$ cat config.mk
export PLATFORM = sky130hd
export DESIGN_NAME = ctrl_tx_frame_sequencer
export DESIGN_NICKNAME = d
export VERILOG_FILES = /design/src/rtl/ctrl_tx_frame_sequencer.sv
export SDC_FILE = /design/constraint.sdc
export NUM_CORES = 1
export LEC_CHECK = 0
export ABC_AREA = 1
export CAP_MARGIN = 40
export CORE_MARGIN = 8
export CORE_UTILIZATION = 30
export CTS_BUF_LIST = sky130_fd_sc_hd__clkbuf_8
export DETAILED_ROUTE_END_ITERATION = 10
export PLACE_DENSITY = 0.57
export REMOVE_ABC_BUFFERS = 1
export SYNTH_ARGS = -nofsm -noshare
export SYNTH_HDL_FRONTEND = slang
export SYNTH_SLANG_ARGS = --single-unit
$ cat constraint.sdc
create_clock -name i_clk -period 4.62 [get_ports i_clk]
set_clock_uncertainty 0.2 [all_clocks]
set_input_delay 0.462 -clock i_clk [delete_from_list [all_inputs] [get_ports i_clk]]
set_output_delay 0.462 -clock i_clk [all_outputs]
set_load 0.01 [all_outputs]
$ cat src/rtl/ctrl_tx_frame_sequencer.sv
// Frame sequencer for the controller TX serializer: START -> per-byte DATA/PARITY -> STOP.
// All outputs are registered; mode_done is qualified by a first-cycle-after-entry guard.
module ctrl_tx_frame_sequencer #(
  parameter int ADDR_W = 8,
  parameter int CNT_W  = 4
) (
  input  logic              i_clk,
  input  logic              i_rst_n,
  input  logic              i_req,
  input  logic              i_use_start,
  input  logic              i_use_stop,
  input  logic [CNT_W-1:0]  i_byte_cnt,
  input  logic [ADDR_W-1:0] i_base_addr,
  input  logic              i_abort,
  input  logic              i_scl_pos_edge,
  input  logic              i_scl_neg_edge,
  input  logic              i_ser_mode_done,
  output logic              o_ser_en,
  output logic [2:0]        o_ser_mode,
  output logic [2:0]        o_ser_count,
  output logic              o_ser_count_done,
  output logic              o_regf_rd_en,
  output logic [ADDR_W-1:0] o_regf_addr,
  output logic              o_busy,
  output logic              o_done
);
  localparam logic [2:0] S_IDLE = 3'd0, S_START = 3'd1, S_DATA = 3'd2,
                         S_PARITY = 3'd3, S_STOP = 3'd4, S_FINISH = 3'd5;
  localparam logic [2:0] M_START = 3'b000, M_SER = 3'b001, M_STOP = 3'b010, M_PAR = 3'b011;

  logic [2:0]        state_q, state_d;
  logic              first_q, first_d;
  logic [CNT_W-1:0]  bytes_q, bytes_d;
  logic              use_stop_q, use_stop_d;
  logic              ser_en_q, ser_en_d;
  logic [2:0]        mode_q, mode_d;
  logic [2:0]        count_q, count_d;
  logic              cdone_q, cdone_d;
  logic              rd_en_q, rd_en_d;
  logic [ADDR_W-1:0] addr_q, addr_d;
  logic              busy_q, busy_d;
  logic              done_q, done_d;
  logic              enter_data;
  logic              qual;

  // A registered done from the previous mode may still be high on entry.
  assign qual = i_ser_mode_done && !first_q;

  always_comb begin
    state_d    = state_q;
    first_d    = 1'b0;
    bytes_d    = bytes_q;
    use_stop_d = use_stop_q;
    ser_en_d   = ser_en_q;
    mode_d     = mode_q;
    count_d    = count_q;
    cdone_d    = 1'b0;
    rd_en_d    = 1'b0;
    addr_d     = addr_q;
    busy_d     = busy_q;
    done_d     = 1'b0;
    enter_data = 1'b0;
    case (state_q)
      S_IDLE: begin
        if (i_req && (i_byte_cnt != '0)) begin
          bytes_d    = i_byte_cnt;
          use_stop_d = i_use_stop;
          addr_d     = i_base_addr;
          busy_d     = 1'b1;
          ser_en_d   = 1'b1;
          if (i_use_start) begin
            state_d = S_START;
            mode_d  = M_START;
            first_d = 1'b1;
          end else begin
            enter_data = 1'b1;
          end
        end
      end
      S_START: if (qual) enter_data = 1'b1;
      S_DATA: begin
        if (qual) begin
          state_d = S_PARITY;
          mode_d  = M_PAR;
          count_d = 3'd0;
          first_d = 1'b1;
        end else if (i_scl_neg_edge) begin
          if (count_q != 3'd0) count_d = count_q - 3'd1;
        end else if (i_scl_pos_edge && (count_q == 3'd0)) begin
          cdone_d = 1'b1;
        end
      end
      S_PARITY: begin
        if (qual) begin
          bytes_d = bytes_q - CNT_W'(1);
          if (bytes_q > CNT_W'(1)) begin
            addr_d     = addr_q + ADDR_W'(1);
            enter_data = 1'b1;
          end else if (use_stop_q) begin
            state_d = S_STOP;
            mode_d  = M_STOP;
            first_d = 1'b1;
          end else begin
            state_d  = S_FINISH;
            ser_en_d = 1'b0;
            done_d   = 1'b1;
          end
        end
      end
      S_STOP: begin
        if (qual) begin
          state_d  = S_FINISH;
          ser_en_d = 1'b0;
          done_d   = 1'b1;
        end
      end
      S_FINISH: begin
        state_d = S_IDLE;
        busy_d  = 1'b0;
        mode_d  = M_START;
        count_d = 3'd7;
      end
      default: begin
        state_d  = S_IDLE;
        busy_d   = 1'b0;
        ser_en_d = 1'b0;
      end
    endcase
    if (enter_data) begin
      state_d = S_DATA;
      mode_d  = M_SER;
      count_d = 3'd7;
      rd_en_d = 1'b1;
      first_d = 1'b1;
    end
    // Abort wins over everything; the address is deliberately left alone.
    if (i_abort) begin
      state_d  = S_IDLE;
      first_d  = 1'b0;
      ser_en_d = 1'b0;
      mode_d   = M_START;
      count_d  = 3'd7;
      cdone_d  = 1'b0;
      rd_en_d  = 1'b0;
      addr_d   = addr_q;
      busy_d   = 1'b0;
      done_d   = 1'b0;
    end
  end

  always_ff @(posedge i_clk or negedge i_rst_n) begin
    if (!i_rst_n) begin
      state_q    <= S_IDLE;
      first_q    <= 1'b0;
      bytes_q    <= '0;
      use_stop_q <= 1'b0;
      ser_en_q   <= 1'b0;
      mode_q     <= M_START;
      count_q    <= 3'd7;
      cdone_q    <= 1'b0;
      rd_en_q    <= 1'b0;
      addr_q     <= '0;
      busy_q     <= 1'b0;
      done_q     <= 1'b0;
    end else begin
      state_q    <= state_d;
      first_q    <= first_d;
      bytes_q    <= bytes_d;
      use_stop_q <= use_stop_d;
      ser_en_q   <= ser_en_d;
      mode_q     <= mode_d;
      count_q    <= count_d;
      cdone_q    <= cdone_d;
      rd_en_q    <= rd_en_d;
      addr_q     <= addr_d;
      busy_q     <= busy_d;
      done_q     <= done_d;
    end
  end

  assign o_ser_en         = ser_en_q;
  assign o_ser_mode       = mode_q;
  assign o_ser_count      = count_q;
  assign o_ser_count_done = cdone_q;
  assign o_regf_rd_en     = rd_en_q;
  assign o_regf_addr      = addr_q;
  assign o_busy           = busy_q;
  assign o_done           = done_q;
endmodule
==> results.md <==
* Status: complete, no violations
* Synth unique cells at 35
* Clock latency on the worst-skew pair at ~0.27 ns
* Worst EP arrival at 2.04 ns
* Share of the synthesized area in the top cell type at 31.3%
* Req. time, crit path at 4.58 ns
* DR DRC count at 0
* GRT overflow at 0
* Peak supply drop at between 0.15 and 0.2 mV
* Fraction of power spent switching nets at 45.3%
* Syn-to-layout area delta at 25.1%
* Slew @ Worst Pin at 0.503 ns
* Post-synth EDFFs at 0
* Nets at 326
* Power per cell area at about 550 nW/um^2
* Flops & latches, synth at 27
* Most frequent cell after synthesis: nand2_1
* CTS sink cnt at 27
* DR pass1 iterations at 4
* Cell Int Power at slightly above 0.0007 W
* # rows at 29
* Syn Inst Count at 262
* Yosys top cell by area: dfrtp_1
* Syn Std Cell Area at 1920 um^2
* GPL Wtd Cong at 0.870
* Die Area at 9220 um^2
* PortBufs at 38
* Fillers at slightly below 700
* Top cells by count, synth: nand2_1, inv_1, dfrtp_1
* P_leak at 1.20 nW
* Max-cap violations at 0
* Async SR Flop Fraction at 100%
* Synthesized area per cell at 7.34 um^2
* Dpl cell area at 2360 um^2
* RSZ-0062 raised after global routing: no
* Die Wd at ~96 um
* Crit share post-route at a little under half
* Synth area leaders: dfrtp_1, nand2_1, inv_1
* Comb power frac at ~57%
* Reg power frac at 33.3%
* Clock power frac at 10.0%
* Clk buf depth at 2
* Max Clock Freq at between 400 and 500 MHz
* Number of buffers created by CTS at 3
* N_diodes at 0
* Most common flop cell mapped by yosys: dfrtp_1
* Core area at around 6300 um^2
* CP Cell Sequence: nand2_2, nor2_4, nand2_1, o21ai_2, nor2_8, nand2_8, nor2_2, o21ai_1, nand2_1
* Worst Hold Class: flop to flop
* Slew Limit Headroom at 66.4%
* Clk root buf: clkbuf_8
* I/O pins at 40
* Critical path peak fanout at 21
* Slowest CP cell: dfrtp_1
* Share of layout cells above drive strength 1 at about 13%
* CP Launch Type: flop
* CTS tree: yes
* Post_cts resized at 0
* Crit path buf inv count at 0
* Final Hold Viols at 0
* Most frequent CP cell: nand2_1
* DR vias at ~1700
* Slew Limit Fails at 0
* Setup Fix Bufs, Post-CTS at 0
* Routed wire per std cell at 11.8 um
* CP max stage delay at 0.56 ns
* Cell family with most CP delay: simple AND/OR/NAND/NOR gates
* P_sw at 0.000598 W
* Sum of negative setup slack at 0 ns
* Post-CTS Hold Buffers at 0
* Clock slew at reported path FFs at 0.09 ns
* Largest net degree at the start of global routing at 28
* CP endpoint kind: flop
* Yosys Warn Count at 0
* H-tree depth at 1
* Vias in the first global route at 1635
* Finished Cell Area at around 2400 um^2
* Drt total wl at 4.42 mm
* Antenna violations before repair at 0
* DR vias/cell at 4.58
* DRT iter0 DRCs at 66
* Crit path time final at 2.08 ns
* Layout Utilization at 38.3%
* Seq/Total Area, Yosys at 35.4%
* Initial core utilization at 30.6%
* Die height at 96.0 um
* Post-DRT Antenna Nets at 0
* Global-route wire length before repair at approximately 7.4 mm
* Tot GR Track Use at 9.88%
* DP HPWL at 3.57 mm
* Setup Viol. Count Final at 0
* Worst Hold Slack at 0.275 ns
* Critical path type: flop to flop
-- through the flow --
step / setup WS, ns / power [W] / instances
4_1_cts: 2.50 / 0.00134 / 376
6_report: 2.54 / 0.00132 / 376
3_5_place_dp: 2.30 / 0.00120 / 372
3_3_place_gp: 2.30 / 0.00120 / 372
2_1_floorplan: 2.83 / 0.000939 / 256
5_1_grt: 2.29 / 0.00145 / 376
-- worst register-to-register path: cells and delay by family, from the launching register on --
kind	cells	cell delay (ns)
AO/OA/AOI/OAI	2	0.22
flip-flops	1	0.56
AND/OR/NAND/NOR	7	1.00
-- cell usage in the layout (no fill, tap or decap), types with 3 or more instances in the layout --
cell type / n
dfstp_2: 3
o21ai_0: 18
clkdlybuf4s50_1: 38
a21oi_1: 5
dfrtp_1: 24
o21ai_1: 3
inv_2: 3
nand2_1: 79
xnor2_1: 3
clkbuf_8: 3
nand3_2: 5
nor2_4: 4
nor2_2: 3
nor2_1: 16
nand3_1: 20
inv_1: 33
nand2_2: 8
ha_1: 5
nand4_1: 6
-- metal layers --
metal / global-route usage [%] / share of wire [%] / wire (um) / vias up
li1: - / - / - / 908
met1: 12.9 / 47 / 2080 / 778
met2: 16.0 / 48 / 2110 / 30
met3: 1.64 / 4.0 / 179 / 5
met4: 3.59 / 1.3 / 56 / 0
met5: 0 / 0 / 0 / -
-- cells by family (layout without fill, tap and decap cells) --
logic type	count (synthesis)	in the layout	share of synthesized area [%]
fa+ha+maj	5	5	3.26
xor+xnor	5	5	2.28
buf+inv	42	79	9.64
simple gates	148	148	39.1
other cells	1	1	0.195
flops	27	27	35.4
compound gates	34	34	10.2
-- state kept, by name (all words and copies together) (netlist names) --
signal and count:
o_ser_en 1, state_q 3, o_ser_mode 2, o_regf_rd_en 1, o_busy 1, o_regf_addr 8, use_stop_q 1, o_ser_count 3
o_ser_count_done 1, o_done 1, first_q 1, bytes_q 4
-- cell type report --
cell class | count | area [um^2] | share of cell area, %
tap | 77 | 96.3 | 4.01
timing repair buffer | 39 | 388 | 16.1
clock inverter | 1 | 3.75 | 0.156
sequential | 27 | 679 | 28.3
inverter | 36 | 138 | 5.73
clock buffer | 3 | 41.3 | 1.72
multi-input combinational | 193 | 1060 | 44.0
-- power groups by stage --
stage | combinational [W] | sequential (W) | clock, W
final | 0.000748 | 0.000439 | 0.000132
after global routing | 0.000850 | 0.000455 | 0.000146
after CTS | 0.000761 | 0.000441 | 0.000140
after detailed placement | 0.000759 | 0.000445 | 0
after global placement | 0.000755 | 0.000445 | 0
after floorplan | 0.000484 | 0.000455 | 0
-- path summary, 6_finish.rpt --
check	startpoint	end	slack [ns]	cells after the start
min in group asynchronous	i_rst_n	bytes_q[1]$_DFFE_PN0P_	0.36	2
worst max register to register	state_q[0]$_DFFE_PN0P_	o_regf_addr[5]$_DFFE_PN0P_	2.54	9
max in group asynchronous	i_rst_n	o_ser_count[2]$_DFFE_PN1P_	3.56	2
worst min-delay path	o_ser_count[1]$_DFFE_PN1P_	o_ser_count[1]$_DFFE_PN1P_	0.27	2
worst max-delay path	state_q[0]$_DFFE_PN0P_	o_regf_addr[5]$_DFFE_PN0P_	2.54	9
worst min register to register	o_ser_count[1]$_DFFE_PN1P_	o_ser_count[1]$_DFFE_PN1P_	0.27	2
Note: power is estimated with default switching activity, not from simulation.
